$ cat src/rtl/dp_pkg.sv
// Shared definitions for the Datapath issue sequencer: instruction layout,
// datapath widths and the sequencer FSM state type.
package dp_pkg;

    localparam int INSTR_W = 10;
    localparam int ADDR_W  = 2;
    localparam int ALU_W   = 3;
    localparam int DATA_W  = 32;

    localparam int WB_BIT  = 9;
    localparam int ALU_MSB = 8;
    localparam int ALU_LSB = 6;
    localparam int RD_MSB  = 5;
    localparam int RD_LSB  = 4;
    localparam int RS2_MSB = 3;
    localparam int RS2_LSB = 2;
    localparam int RS1_MSB = 1;
    localparam int RS1_LSB = 0;

    typedef enum logic [1:0] {
        IDLE  = 2'd0,
        RUN   = 2'd1,
        DRAIN = 2'd2
    } seq_state_e;

    typedef struct packed {
        logic              wb;
        logic [ALU_W-1:0]  alu_ctrl;
        logic [ADDR_W-1:0] rd;
        logic [ADDR_W-1:0] rs2;
        logic [ADDR_W-1:0] rs1;
    } instr_t;

    function automatic instr_t unpack_instr(input logic [INSTR_W-1:0] raw);
        instr_t f;
        f.wb       = raw[WB_BIT];
        f.alu_ctrl = raw[ALU_MSB:ALU_LSB];
        f.rd       = raw[RD_MSB:RD_LSB];
        f.rs2      = raw[RS2_MSB:RS2_LSB];
        f.rs1      = raw[RS1_MSB:RS1_LSB];
        return f;
    endfunction

endpackage

$ cat src/rtl/dp_issue_sequencer_if.sv
// Valid/ready instruction stream into the issue sequencer.
interface dp_issue_sequencer_if;
    import dp_pkg::*;

    logic               in_valid;
    logic               in_ready;
    logic [INSTR_W-1:0] in_instr;

    modport master (output in_valid, output in_instr, input in_ready);
    modport slave  (input in_valid, input in_instr, output in_ready);

endinterface

$ cat src/rtl/dp_instr_fifo.sv
// DEPTH-entry synchronous instruction FIFO; flush empties it and
// overrides any push or pop in the same cycle.
module dp_instr_fifo
    import dp_pkg::*;
#(
    parameter int DEPTH = 4,
    parameter int AW    = $clog2(DEPTH)
) (
    input  logic               clk,
    input  logic               rst,
    input  logic               push,
    input  logic               pop,
    input  logic               flush,
    input  logic [INSTR_W-1:0] din,
    output logic [INSTR_W-1:0] dout,
    output logic               full,
    output logic               empty,
    output logic [AW:0]        count
);

    logic [INSTR_W-1:0] mem [DEPTH];
    logic [AW-1:0]      wr_ptr;
    logic [AW-1:0]      rd_ptr;

    always_ff @(posedge clk or negedge rst) begin
        if (!rst) begin
            wr_ptr <= '0;
            rd_ptr <= '0;
            count  <= '0;
        end else if (flush) begin
            wr_ptr <= '0;
            rd_ptr <= '0;
            count  <= '0;
        end else begin
            if (push) wr_ptr <= wr_ptr + 1'b1;
            if (pop)  rd_ptr <= rd_ptr + 1'b1;
            count <= count + {{AW{1'b0}}, push} - {{AW{1'b0}}, pop};
        end
    end

    // Storage carries no reset; occupancy alone decides what is valid.
    always_ff @(posedge clk) begin
        if (push && !flush) mem[wr_ptr] <= din;
    end

    assign dout  = mem[rd_ptr];
    assign full  = (count == (AW+1)'(DEPTH));
    assign empty = (count == '0);

endmodule

$ cat src/rtl/dp_issue_sequencer.sv
// Buffers packed ALU instructions and issues one per cycle as registered
// Datapath controls. Define DP_ISSUE_RESULT_CAPTURE_EN to capture write-back results.
module dp_issue_sequencer
    import dp_pkg::*;
#(
    parameter int DEPTH = 4,
    parameter int CNT_W = 16
) (
    input  logic                  clk,
    input  logic                  rst,
    dp_issue_sequencer_if.slave   in_if,
    input  logic                  run,
    input  logic                  flush,
    output logic                  busy,
    output logic                  dp_wr,
    output logic [ADDR_W-1:0]     dp_addr1,
    output logic [ADDR_W-1:0]     dp_addr2,
    output logic [ADDR_W-1:0]     dp_addr3,
    output logic [ALU_W-1:0]      dp_alu_ctrl,
    input  logic [DATA_W-1:0]     dp_result,
    output logic [CNT_W-1:0]      issue_count,
    output logic                  res_valid,
    output logic [DATA_W-1:0]     res_data
);

    localparam int AW = $clog2(DEPTH);

    seq_state_e         state, state_next;
    logic               fifo_full, fifo_empty;
    logic [AW:0]        fifo_count;
    logic [AW:0]        occ_next;
    logic [INSTR_W-1:0] head;
    logic               push, issue;
    instr_t             head_f;

    // Full blocks a push even when a pop frees a slot the same cycle.
    assign in_if.in_ready = !fifo_full && !flush;
    assign push  = in_if.in_valid && in_if.in_ready;
    assign issue = (state != IDLE) && !fifo_empty && !flush;
    assign busy  = (state != IDLE);

    dp_instr_fifo #(.DEPTH(DEPTH)) u_fifo (
        .clk   (clk),
        .rst   (rst),
        .push  (push),
        .pop   (issue),
        .flush (flush),
        .din   (in_if.in_instr),
        .dout  (head),
        .full  (fifo_full),
        .empty (fifo_empty),
        .count (fifo_count)
    );

    assign occ_next = fifo_count + {{AW{1'b0}}, push} - {{AW{1'b0}}, issue};
    assign head_f   = unpack_instr(head);

    always_ff @(posedge clk or negedge rst) begin
        if (!rst) state <= IDLE;
        else      state <= state_next;
    end

    always_comb begin
        state_next = state;
        if (flush) begin
            state_next = IDLE;
        end else begin
            unique case (state)
                IDLE:       if (run) state_next = RUN;
                RUN, DRAIN: begin
                    if (run)                 state_next = RUN;
                    else if (occ_next != '0) state_next = DRAIN;
                    else                     state_next = IDLE;
                end
                default:    state_next = IDLE;
            endcase
        end
    end

    // Issue stage: a cycle without a pop drives a bubble so dp_wr never repeats.
    always_ff @(posedge clk or negedge rst) begin
        if (!rst) begin
            dp_wr       <= 1'b0;
            dp_addr1    <= '0;
            dp_addr2    <= '0;
            dp_addr3    <= '0;
            dp_alu_ctrl <= '0;
            issue_count <= '0;
        end else if (issue) begin
            dp_wr       <= head_f.wb;
            dp_addr1    <= head_f.rs1;
            dp_addr2    <= head_f.rs2;
            dp_addr3    <= head_f.rd;
            dp_alu_ctrl <= head_f.alu_ctrl;
            issue_count <= issue_count + CNT_W'(1);
        end else begin
            dp_wr       <= 1'b0;
            dp_addr1    <= '0;
            dp_addr2    <= '0;
            dp_addr3    <= '0;
            dp_alu_ctrl <= '0;
        end
    end

`ifdef DP_ISSUE_RESULT_CAPTURE_EN
    always_ff @(posedge clk or negedge rst) begin
        if (!rst) begin
            res_valid <= 1'b0;
            res_data  <= '0;
        end else begin
            res_valid <= dp_wr;
            if (dp_wr) res_data <= dp_result;
        end
    end
`else
    logic unused_result;
    assign unused_result = ^dp_result;
    assign res_valid     = 1'b0;
    assign res_data      = '0;
`endif

endmodule

$ cat src/flat_wrapper.sv
// flat-port wrapper written by rule: the top's interface ports become plain ports
module dp_issue_sequencer_flat import dp_pkg::*;
#(
    parameter int DEPTH = 4,
    parameter int CNT_W = 16
)
  (clk, rst, run, flush, busy, dp_wr, dp_addr1, dp_addr2, dp_addr3, dp_alu_ctrl, dp_result, issue_count, res_valid, res_data, in_if_in_valid, in_if_in_instr, in_if_in_ready);
  dp_issue_sequencer_if in_if_i ();
  input  logic clk;
  input  logic rst;
  input  logic run;
  input  logic flush;
  output logic busy;
  output logic dp_wr;
  output logic [ADDR_W-1:0] dp_addr1;
  output logic [ADDR_W-1:0] dp_addr2;
  output logic [ADDR_W-1:0] dp_addr3;
  output logic [ALU_W-1:0] dp_alu_ctrl;
  input  logic [DATA_W-1:0] dp_result;
  output logic [CNT_W-1:0] issue_count;
  output logic res_valid;
  output logic [DATA_W-1:0] res_data;
  input wire logic [$bits(in_if_i.in_valid)-1:0] in_if_in_valid;
  input wire logic [$bits(in_if_i.in_instr)-1:0] in_if_in_instr;
  output wire logic [$bits(in_if_i.in_ready)-1:0] in_if_in_ready;
  assign in_if_i.in_valid = in_if_in_valid;
  assign in_if_i.in_instr = in_if_in_instr;
  assign in_if_in_ready = in_if_i.in_ready;
  dp_issue_sequencer #(.DEPTH(DEPTH), .CNT_W(CNT_W)) u_core (.clk(clk), .rst(rst), .in_if(in_if_i), .run(run), .flush(flush), .busy(busy), .dp_wr(dp_wr), .dp_addr1(dp_addr1), .dp_addr2(dp_addr2), .dp_addr3(dp_addr3), .dp_alu_ctrl(dp_alu_ctrl), .dp_result(dp_result), .issue_count(issue_count), .res_valid(res_valid), .res_data(res_data));
endmodule
$ cat config.mk
export PLATFORM = sky130hd
export DESIGN_NAME = dp_issue_sequencer_flat
export DESIGN_NICKNAME = d
export VERILOG_FILES = /design/src/rtl/dp_pkg.sv /design/src/rtl/dp_issue_sequencer_if.sv /design/src/rtl/dp_instr_fifo.sv /design/src/rtl/dp_issue_sequencer.sv /design/src/flat_wrapper.sv
export SDC_FILE = /design/constraint.sdc
export NUM_CORES = 1
export LEC_CHECK = 0
export BUFFER_PORTS_ARGS = -buffer_cell sky130_fd_sc_hd__buf_4
export CORE_AREA = 2 2 100 102
export CTS_CLUSTER_DIAMETER = 80
export DETAILED_ROUTE_END_ITERATION = 10
export DIE_AREA = 0 0 102 104
export SETUP_SLACK_MARGIN = 0.3
export SYNTH_ARGS = -nofsm -noshare
export SYNTH_HDL_FRONTEND = slang
export SYNTH_SLANG_ARGS = --single-unit
$ cat constraint.sdc
create_clock -name clk -period 3.8 [get_ports clk]
set_clock_uncertainty 0.05 [all_clocks]
set_input_delay 0.38 -clock clk [delete_from_list [all_inputs] [get_ports clk]]
set_output_delay 0.38 -clock clk [all_outputs]
set_load 0.1 [all_outputs]
* Word level (Yosys, flattened, before mapping)
Memory sizes are Yosys's and may differ from the RTL's. Index checks and enable logic that the tools add are counted.
Cells by class: equality and inequality tests 4, bitwise logic cells 0, div/mod/pow operators 0, reduce and logical (&&, ||, !) cells 15, magnitude comparators 0, multipliers 0, shifts and indexed selects 0, add/sub/neg operators 5, muxes and demuxes 17
Operators with widths (count):
- $mux W2 | 11
- $add A16 B1 Y16 const B | 1
- $mux W3 | 2
- $reduce_bool A2 Y1 | 3
- $logic_and A1 B1 Y1 | 5
- $add A2 B1 Y2 const B | 2
- $pmux W2 S2 | 1
- $add A3 B1 Y3 | 1
- $eq A3 B3 Y1 const B | 1
- $logic_not A1 Y1 | 3
- $logic_not A3 Y1 | 1
- $mux W1 | 3
- $ne A3 B3 Y1 const B | 1
- $reduce_bool A3 Y1 | 1
- $sub A3 B1 Y3 | 1
- $eq A2 B1 Y1 const B | 1
- $eq A2 B2 Y1 const B | 1
- $logic_not A2 Y1 | 1
- $reduce_or A2 Y1 | 1
Word-level totals: latch bits 0, flip-flop bits (word level) 35, bits in read-only memories 0, bits in writable memories 40, word-level logic and storage cells 52, memories 1
Memory list:
- u_core.u_fifo.mem | words 4, width 10, rd ports 1, clocked after memory_dff 0, wr ports 1, RTL line dp_instr_fifo.sv:21 | logic [INSTR_W-1:0] mem [DEPTH];

* Depth between registers and ports, before layout
Gate-level depths: netlist (run 1).
word-level depth 11, gate-level depth with buffers 14

* Modules after synthesis
From an unflattened synthesis (run 1), not the netlist that was laid out.
Unflattened totals: cells, all modules 231, area, all modules 3397.0 um^2
By module, submodules not included:
- dp_instr_fifo | area an instance 1884.3 um^2, instances 1, cells each 91
- dp_issue_sequencer | area an instance 1512.7 um^2, instances 1, cells each 140

* Worst setup path after synthesis (run 1)
OpenSTA, ideal clock, no wires.
kind in2reg, from in flush, to reg u_core.state[1], arrival time 3.210 ns, path buffers 1, required time 3.628 ns, setup time 0.122 ns, cell stages on the path 13, path slack 0.419 ns, cells stage by stage buf_4 > a21oi_2 > and2_1 > inv_2 > ha_1 > inv_1 > ha_1 > inv_1 > fa_1 > xor2_1 > xnor2_1 > nand3b_1 > a32o_1
On the way: word-level cells in the longest chain between the ends 10, elaborated cells on any way between the ends 12, classes of those cells 2 x add/sub; 1 x eq/ne; 4 x mux; 5 x reduce/logical
RTL lines:
- start: declaration | RTL line flat_wrapper.sv:12 | input logic flush;
- $logic_not A1 Y1 | RTL line dp_issue_sequencer.sv:37 | assign in_if.in_ready = !fifo_full && !flush;
- $logic_and A1 B1 Y1 | RTL line dp_issue_sequencer.sv:37
- net in_if_in_ready | RTL line flat_wrapper.sv:25 | output wire logic [$bits(in_if_i.in_ready)-1:0] in_if_in_ready;
- $logic_and A1 B1 Y1 | RTL line dp_issue_sequencer.sv:38 | assign push = in_if.in_valid && in_if.in_ready;
- $add A3 B1 Y3 | RTL line dp_issue_sequencer.sv:55 | assign occ_next = fifo_count + {{AW{1'b0}}, push} - {{AW{1'b0}}, issue};
- $sub A3 B1 Y3 | RTL line dp_issue_sequencer.sv:55
- $reduce_bool A3 Y1 | RTL line dp_issue_sequencer.sv:72 | else if (occ_next != '0) state_next = DRAIN;
- $mux W2 | RTL line dp_issue_sequencer.sv:72
- $mux W2 | RTL line dp_issue_sequencer.sv:71 | if (run) state_next = RUN;
- $pmux W2 S2 | RTL line dp_issue_sequencer.sv:68 | unique case (state)
- $mux W2 | RTL line dp_issue_sequencer.sv:65 | if (flush) begin
- end signal: assignment | RTL line dp_issue_sequencer.sv:60 | else state <= state_next;
- end: declaration | RTL line dp_issue_sequencer.sv:28 | seq_state_e state, state_next;
The timed path passes the listed nets, and every way through them passes these cells. A chain may end at the register's enable or synchronous reset.

* Worst setup path in the final report (run 1)
from reg u_core.state[0], to reg u_core.state[1]
On the way: word-level cells in the longest chain between the ends 9, elaborated cells on any way between the ends 14, classes of those cells 1 x add/sub; 3 x eq/ne; 4 x mux; 6 x reduce/logical
RTL lines:
- $reduce_bool A2 Y1 | RTL line dp_issue_sequencer.sv:39 | assign issue = (state != IDLE) && !fifo_empty && !flush;
- $logic_and A1 B1 Y1 (2 in series) | RTL line dp_issue_sequencer.sv:39
- $sub A3 B1 Y3 | RTL line dp_issue_sequencer.sv:55
- $reduce_bool A3 Y1 | RTL line dp_issue_sequencer.sv:72
- $mux W2 | RTL line dp_issue_sequencer.sv:72
- $mux W2 | RTL line dp_issue_sequencer.sv:71
- $pmux W2 S2 | RTL line dp_issue_sequencer.sv:68
- $mux W2 | RTL line dp_issue_sequencer.sv:65
Parallel ways exist; a longest one is shown, timed or not.

==> results of run 1 <==
kinds of logic after synthesis:
kind of cell | count (synthesis)
DFF | 75
and+or+nand+nor | 63
buffers and inverters | 46
xor gates and xnor gates | 18
muxes | 12
adders and majority gates | 10
AOI/OAI and AO/OA | 5
other | 1
cell type report:
type | count | share of cell area, %
clock buffers | 9 | 3.185
clock inverters | 7 | 1.898
inverters | 9 | 0.8687
well taps | 133 | 4.279
repair buffers | 43 | 8.366
flip-flops and latches | 75 | 53.41
multi-input cells | 141 | 27.99
stage by stage:
step	power (W)	util, %	instances	hold WS, ns	area (sq um)
after global routing	0.002357	40.72	417	0.1639	3889
after global placement	0.001649	38.55	400	0.3243	3681
after detailed placement	0.001654	38.55	400	0.3280	3681
after floorplan	0.001554	-	262	0.03441	3471
final	0.002238	40.72	417	0.1851	3889
after CTS	0.002267	40.72	417	0.1730	3889
sequential cells by signal, summed over array words and instances (netlist names), 3 cells and up:
signal	flops
u_core.dp_alu_ctrl	3
u_core.issue_count	16
u_core.u_fifo.count	3
u_core.u_fifo.mem	40
how the worst max path moves through the flow:
stage | start | slack [ns] | cells after the start | to
global route | u_core.state[1] | 0.47 | 13 | u_core.state[1]
finish | u_core.state[0] | 0.73 | 13 | u_core.state[1]
global placement | u_core.state[0] | 0.73 | 13 | u_core.state[1]
detailed placement | u_core.state[0] | 0.72 | 13 | u_core.state[1]
CTS | u_core.state[0] | 0.69 | 13 | u_core.state[1]
floorplan | flush | 0.42 | 13 | u_core.state[1]
metal layers:
layer | global-route usage [%] | wire (um)
met3 | 3.091 | 316
met2 | 18.61 | 2811
met4 | 5.143 | 94
met5 | 0 | 0
met1 | 14.03 | 2250
cells in the mapped netlist:
library cell / instances
a21oi_1: 2
a21oi_2: 1
a32o_1: 1
and2_1: 12
and3_1: 7
and4_1: 1
and4b_1: 1
and4bb_2: 1
buf_2: 1
buf_4: 35
clkbuf_1: 1
conb_1: 1
dfrtp_1: 35
edfxtp_1: 40
fa_1: 1
ha_1: 9
inv_1: 6
inv_2: 3
mux2_1: 1
mux2i_1: 1
mux4_2: 10
nand2_1: 4
nand2_2: 1
nand2b_1: 1
nand3_1: 10
nand3b_1: 1
nand4_1: 2
nor2_1: 11
nor2b_1: 1
nor3_1: 1
nor3_2: 3
nor3b_2: 1
nor4_4: 1
o21ai_0: 1
or2_1: 1
or3_1: 2
or3_4: 1
xnor2_1: 10
xor2_1: 8
cells in the final DEF (no fill, tap or decap), drive strengths merged, types with 4 or more instances in the layout:
cell,Yosys,layout
nand3,10,10
and3,7,7
inv,9,12
xnor2,10,10
clkbuf,1,9
dfrtp,35,35
edfxtp,40,40
conb,1,33
buf,36,42
nand2,5,5
xor2,8,8
nor3,4,4
ha,9,9
and2,12,12
mux4,10,10
nor2,11,11
what timing repair did:
| item | in CTS | in global routing |
|---|---|---|
| setup endpoints to repair | 0 | 0 |
| hold buffers | 1 | 0 |
| setup buffers | 0 | 0 |
| endpoints found under the hold margin | 35 | 0 |
| resized for setup | 0 | 0 |
worst max-delay path, cell delays in order, from the launching register on:
cell	delay [ns]
dfrtp_1	0.35
inv_1	0.06
ha_1	0.32
or3_4	0.45
inv_2	0.20
ha_1	0.27
inv_1	0.06
ha_1	0.13
inv_1	0.05
fa_1	0.37
xor2_1	0.16
xnor2_1	0.20
nand3b_1	0.10
a32o_1	0.21
power groups by stage:
stage	Combinational, W	Sequential, W	Clock (W)
after floorplan	0.000389	0.00116	0
after global placement	0.000633	0.00102	0
after global routing	0.000678	0.00101	0.000668
after CTS	0.000638	0.00100	0.000628
final	0.000633	0.000998	0.000606
after detailed placement	0.000636	0.00102	0
==> flow_metrics.tcl, run 1 <==
set metrics [dict create \
    rsz0062_at_grt "no" \
    crit-reg2reg-launch "u_core.state[0]" \
    clk_transition_reported_paths_ns 0.08 \
    synth_largest_area_cell "edfxtp_1" \
    drt-wirelength-per-cell_um 13.12 \
    final_min_period_over_clock_period_pct 80.80 \
    num-fill-cells 902 \
    critical_path.reg2reg.endpoint "u_core.state[1]" \
    run_status "finished clean" \
    place_congestion 0.7305 \
    dp_slack_ns 0.7246 \
    timing.max_cap.violations 0 \
    post_synth_fa_ha_maj_area_fraction_pct 3.958 \
    synth-warning-count 0 \
    grt.total_usage_pct 11.42 \
    drt.antenna.violating_nets 0 \
    row_count 36 \
    whs_endpoint "u_core.u_fifo.mem[0][5]" \
    relSlewSlack_pct 51.13 \
    r2r_cells 13 \
    register_cell_area_after_layout_sq_um 2077 \
    synth_xor_area_share_pct 4.705 \
    synth_compound_area_share_pct 1.008 \
    fin_ws_ns 0.7295 \
    power_switching_share_pct 37.96 \
    via_total_after_detailed_routing 1804 \
    timing_hold_violations_final 0 \
    area_growth_pct 16.06 \
    least_margin_pin_slew_ns 0.7331 \
    post_synth_and_or_nand_nor_area_fraction_pct 11.76 \
    power_frac_comb_pct 28.3 \
    final_layout_size_suffix_gt1_share_pct 28.17 \
    num_antenna_cells 0 \
    endpoint_kind "register" \
    crit_required_ns 3.98 \
    synthCells 230 \
    num-nets-final 336 \
    syn-cell-area_sq_um 3351 \
    crit_type "reg -> reg" \
    synth.area.top_cells "edfxtp_1 36%, dfrtp_1 26%, buf_4 7.8%" \
    worst-path-max-fanout 13 \
    drcViolationCount 0 \
    total_switching_power_w 0.0008495 \
    clock_tree_from_tritoncts "yes" \
    detail_route.iter0.violations 54 \
    r2r_slack_ns 0.73 \
    initial_core_util_pct 35.09 \
    power.clock.fraction_pct 27.1 \
    grt_start_max_net_pins 36 \
    min-delay-path-class "in -> reg" \
    grt_pass1_vias 1817 \
    core_area_sq_um 9549 \
    irDropWorstVdd_uv 186.9 \
    register_bit_total_from_synthesis 75 \
    numPortBuffers 42 \
    pwr-share-seq_pct 44.6 \
    global_route_wire_length_before_repair_um 9080 \
    die_width_um 102 \
    min_period_ns 3.070 \
    finalSetupViolations 0 \
    grt_antenna_before_repair 0 \
    drtPass1Iterations 4 \
    globalRouteOverflowTotal 0 \
    setup_total_negative_slack_ns 0 \
    post_synth.cell_area_avg_sq_um 14.57 \
    synth_top_family_by_area "simple AND/OR/NAND/NOR gates" \
    finalMaxSlewViolations 0 \
    cell_internal_pwr_w 0.001388 \
    yosysSeqAreaShare_pct 61.99 \
    power_density_nw_per_um2 575.5 \
    worstPathArrival_ns 3.25 \
    worstSetupStartpointType "register" \
    yosys-mux-area-fraction_pct 7.356 \
    die_area_sq_um 10610 \
    vias_per_cell 4.326 \
    max_clock_freq_mhz 325.7 \
    total_clock_buffers_created_by_cts 9 \
    max-clock-path-buffers 2 \
    multiInputGateArea_sq_um 1089 \
    clk_root_buffer_cell "clkbuf_8" \
    dp_hpwl_um 3732 \
    clock_sink_count 75 \
    clock_latency_ns 0.34 \
    synth_top_area_share_pct 35.85 \
    p_leak_nw 1.675 \
    io-pin-count 108 \
    hold-path-cell-count 1 \
    number_of_library_cell_types_mapped_by_synthesis 39 \
    cts_max_level 3 \
    holdCritStartpoint "in_if_in_instr[5]" \
    totalWireLength_um 5473 \
    die_height_um 104 \
]
Note: power is estimated with default switching activity, not from simulation.
==> run 2, diff against run 1 <==
clock period = 2.75 ns   (was 3.8 ns; I/O delays follow)
==> flow_metrics.tcl, run 2 (synthesis results as in run 1) <==
set metrics [dict create \
    die_height_um 104 \
    total_clock_buffers_created_by_cts 9 \
    clock_tree_from_tritoncts "yes" \
    num-fill-cells 906 \
    grt.total_usage_pct 11.66 \
    num_antenna_cells 0 \
    crit_type "reg -> reg" \
    max-clock-path-buffers 2 \
    max_flop_register "u_core.u_fifo.mem" \
    hold-path-cell-count 1 \
    timing_hold_violations_final 0 \
    rsz0062_at_grt "yes" \
    detail_route.iter0.violations 27 \
    area_growth_pct 19.16 \
    fin_ws_ns 0.1632 \
    r2r_cells 13 \
    mostFrequentLayoutCell "buf_4" \
    die_width_um 102 \
    totalWireLength_um 5767 \
    pwr-share-seq_pct 45.4 \
    core_area_sq_um 9549 \
    io-pin-count 108 \
    power_frac_comb_pct 31.4 \
    crit_chain "inv_2 -> ha_4 -> or3_4 -> inv_4 -> ha_4 -> inv_2 -> ha_4 -> inv_2 -> fa_2 -> xor2_1 -> xnor2_1 -> nand3b_1 -> a32o_1" \
    max_clock_freq_mhz 386.6 \
    clock_sink_count 75 \
    timing.critical_path.depth 13 \
    min-delay-path-class "in -> reg" \
    row_count 36 \
    cts_max_level 3 \
    crit_required_ns 2.92 \
    via_total_after_detailed_routing 1842 \
    crit_buf_inv 4 \
    run_status "finished clean" \
    placed_area_sq_um 3759 \
    final_layout_size_suffix_gt1_share_pct 33.67 \
    min_period_ns 2.587 \
    dp_hpwl_um 3880 \
    largest_register_ff_count 40 \
    least_margin_pin_slew_ns 0.7494 \
    p_leak_nw 1.697 \
    fin_total_pwr_w 0.003062 \
    worstPathArrival_ns 2.76 \
    top_signal_layer_used "met4" \
    worstSetupStartpointType "register" \
    power_switching_share_pct 38.60 \
    power.clock.fraction_pct 23.2 \
    detailroute.wirelength.met3_um 248 \
    grt_start_max_net_pins 36 \
    clk_root_buffer_cell "clkbuf_8" \
    holdCritStartpoint "in_if_in_instr[6]" \
    drt-wirelength-per-cell_um 13.51 \
    dp_slack_ns 0.02705 \
    initial_core_util_pct 35.09 \
    crit_path_max_incr_delay_ns 0.38 \
    drtPass1Iterations 4 \
    drt-met1-wl_um 2561 \
    dr_wl_met2_um 2830 \
    die_area_sq_um 10610 \
    vias_per_cell 4.314 \
    drt.antenna.violating_nets 0 \
    num-nets-final 346 \
    worst-path-max-fanout 2 \
    drcViolationCount 0 \
    crit_slowest_cell "dfrtp_1" \
    worst_setup_path_startpoint "u_core.state[1]" \
    reg_top3 "u_core.u_fifo.mem: 40 flops, u_core.issue_count: 16 flops" \
    grt_antenna_before_repair 0 \
    relSlewSlack_pct 50.04 \
    endpoint_kind "register" \
    finalMaxSlewViolations 0 \
    timing.max_cap.violations 0 \
    clock_latency_ns 0.34 \
    critical-path-top-delay-family "adder cells" \
    global_route_wire_length_before_repair_um 9342 \
    register_cell_area_after_layout_sq_um 2081 \
    finalSetupViolations 0 \
    power_density_nw_per_um2 767.0 \
    total_switching_power_w 0.001182 \
    irDropWorstVdd_uv 308.6 \
    clk_transition_reported_paths_ns 0.08 \
    crit-reg2reg-launch "u_core.state[1]" \
    place_congestion 0.7194 \
    stdcell_area_sq_um 3993 \
    globalRouteOverflowTotal 0 \
    numPortBuffers 42 \
    holdWs_ns 0.08515 \
    cell_internal_pwr_w 0.001880 \
    final_min_period_over_clock_period_pct 94.06 \
    multiInputGateArea_sq_um 1146 \
    grt_pass1_vias 1814 \
    most-common-layout-cells "52 x buf_4, 40 x edfxtp_1, 33 x conb_1" \
]
==> run 2: cell count changes in the layout (fill, tap and decap cells not counted), sizes merged <==
cell and change:
buf +10, bufinv -1, clkbuf +2, clkinv +1
clkinvlp +1, inv -3
==> run 2: worst paths after layout <==
check,end,slack (ns)
setup / recovery,u_core.state[1],0.16
hold / removal,u_core.u_fifo.mem[1][6],0.09
setup reg to reg,u_core.state[1],0.16
hold reg to reg,u_core.issue_count[15],0.43
max in group asynchronous,u_core.u_fifo.count[1],1.91
min in group asynchronous,u_core.issue_count[10],0.39
==> run 2: metrics by stage <==
stage	setup TNS (ns)	std cells	utilization, %
2_1_floorplan	-0.2020	262	-
3_3_place_gp	0	404	39.36
5_1_grt	0	427	41.81
6_report	0	427	41.81
4_1_cts	0	423	41.50
3_5_place_dp	0	404	39.36
==> run 2: per-layer routing <==
layer / GRT usage [%] / vias to the layer above
met1: 14.71 / 915
met5: 0 / -
met3: 2.890 / 9
met4: 5.714 / 0
met2: 18.56 / 56
li1: - / 862
==> run 2: what timing repair did <==
| item | 4_1_cts | 5_1_grt |
|---|---|---|
| hold buffers | 1 | 0 |
| gates resized for setup | 6 | 0 |
| pin swaps | 7 | 2 |
| setup endpoints to repair | 1 | 1 |
| hold endpoints to repair | 35 | 0 |
| buffers inserted | 2 | 4 |
==> run 2: power groups by stage <==
stage,Combinational (W),Clock [W],Sequential [W]
detailed placement,0.000930,0,0.00142
finish,0.000961,0.000711,0.00139
floorplan,0.000558,0,0.00162
global placement,0.000919,0,0.00141
CTS,0.000938,0.000734,0.00140
global route,0.00103,0.000780,0.00141
==> run 2: cell type report <==
| class | count | area share, % |
|---|---|---|
| clock buffer | 11 | 3.291 |
| clock inverter | 5 | 0.7835 |
| inverter | 9 | 0.9088 |
| multi-input combinational | 141 | 28.71 |
| sequential | 75 | 52.12 |
| tap | 133 | 4.168 |
| timing repair buffer | 53 | 10.03 |
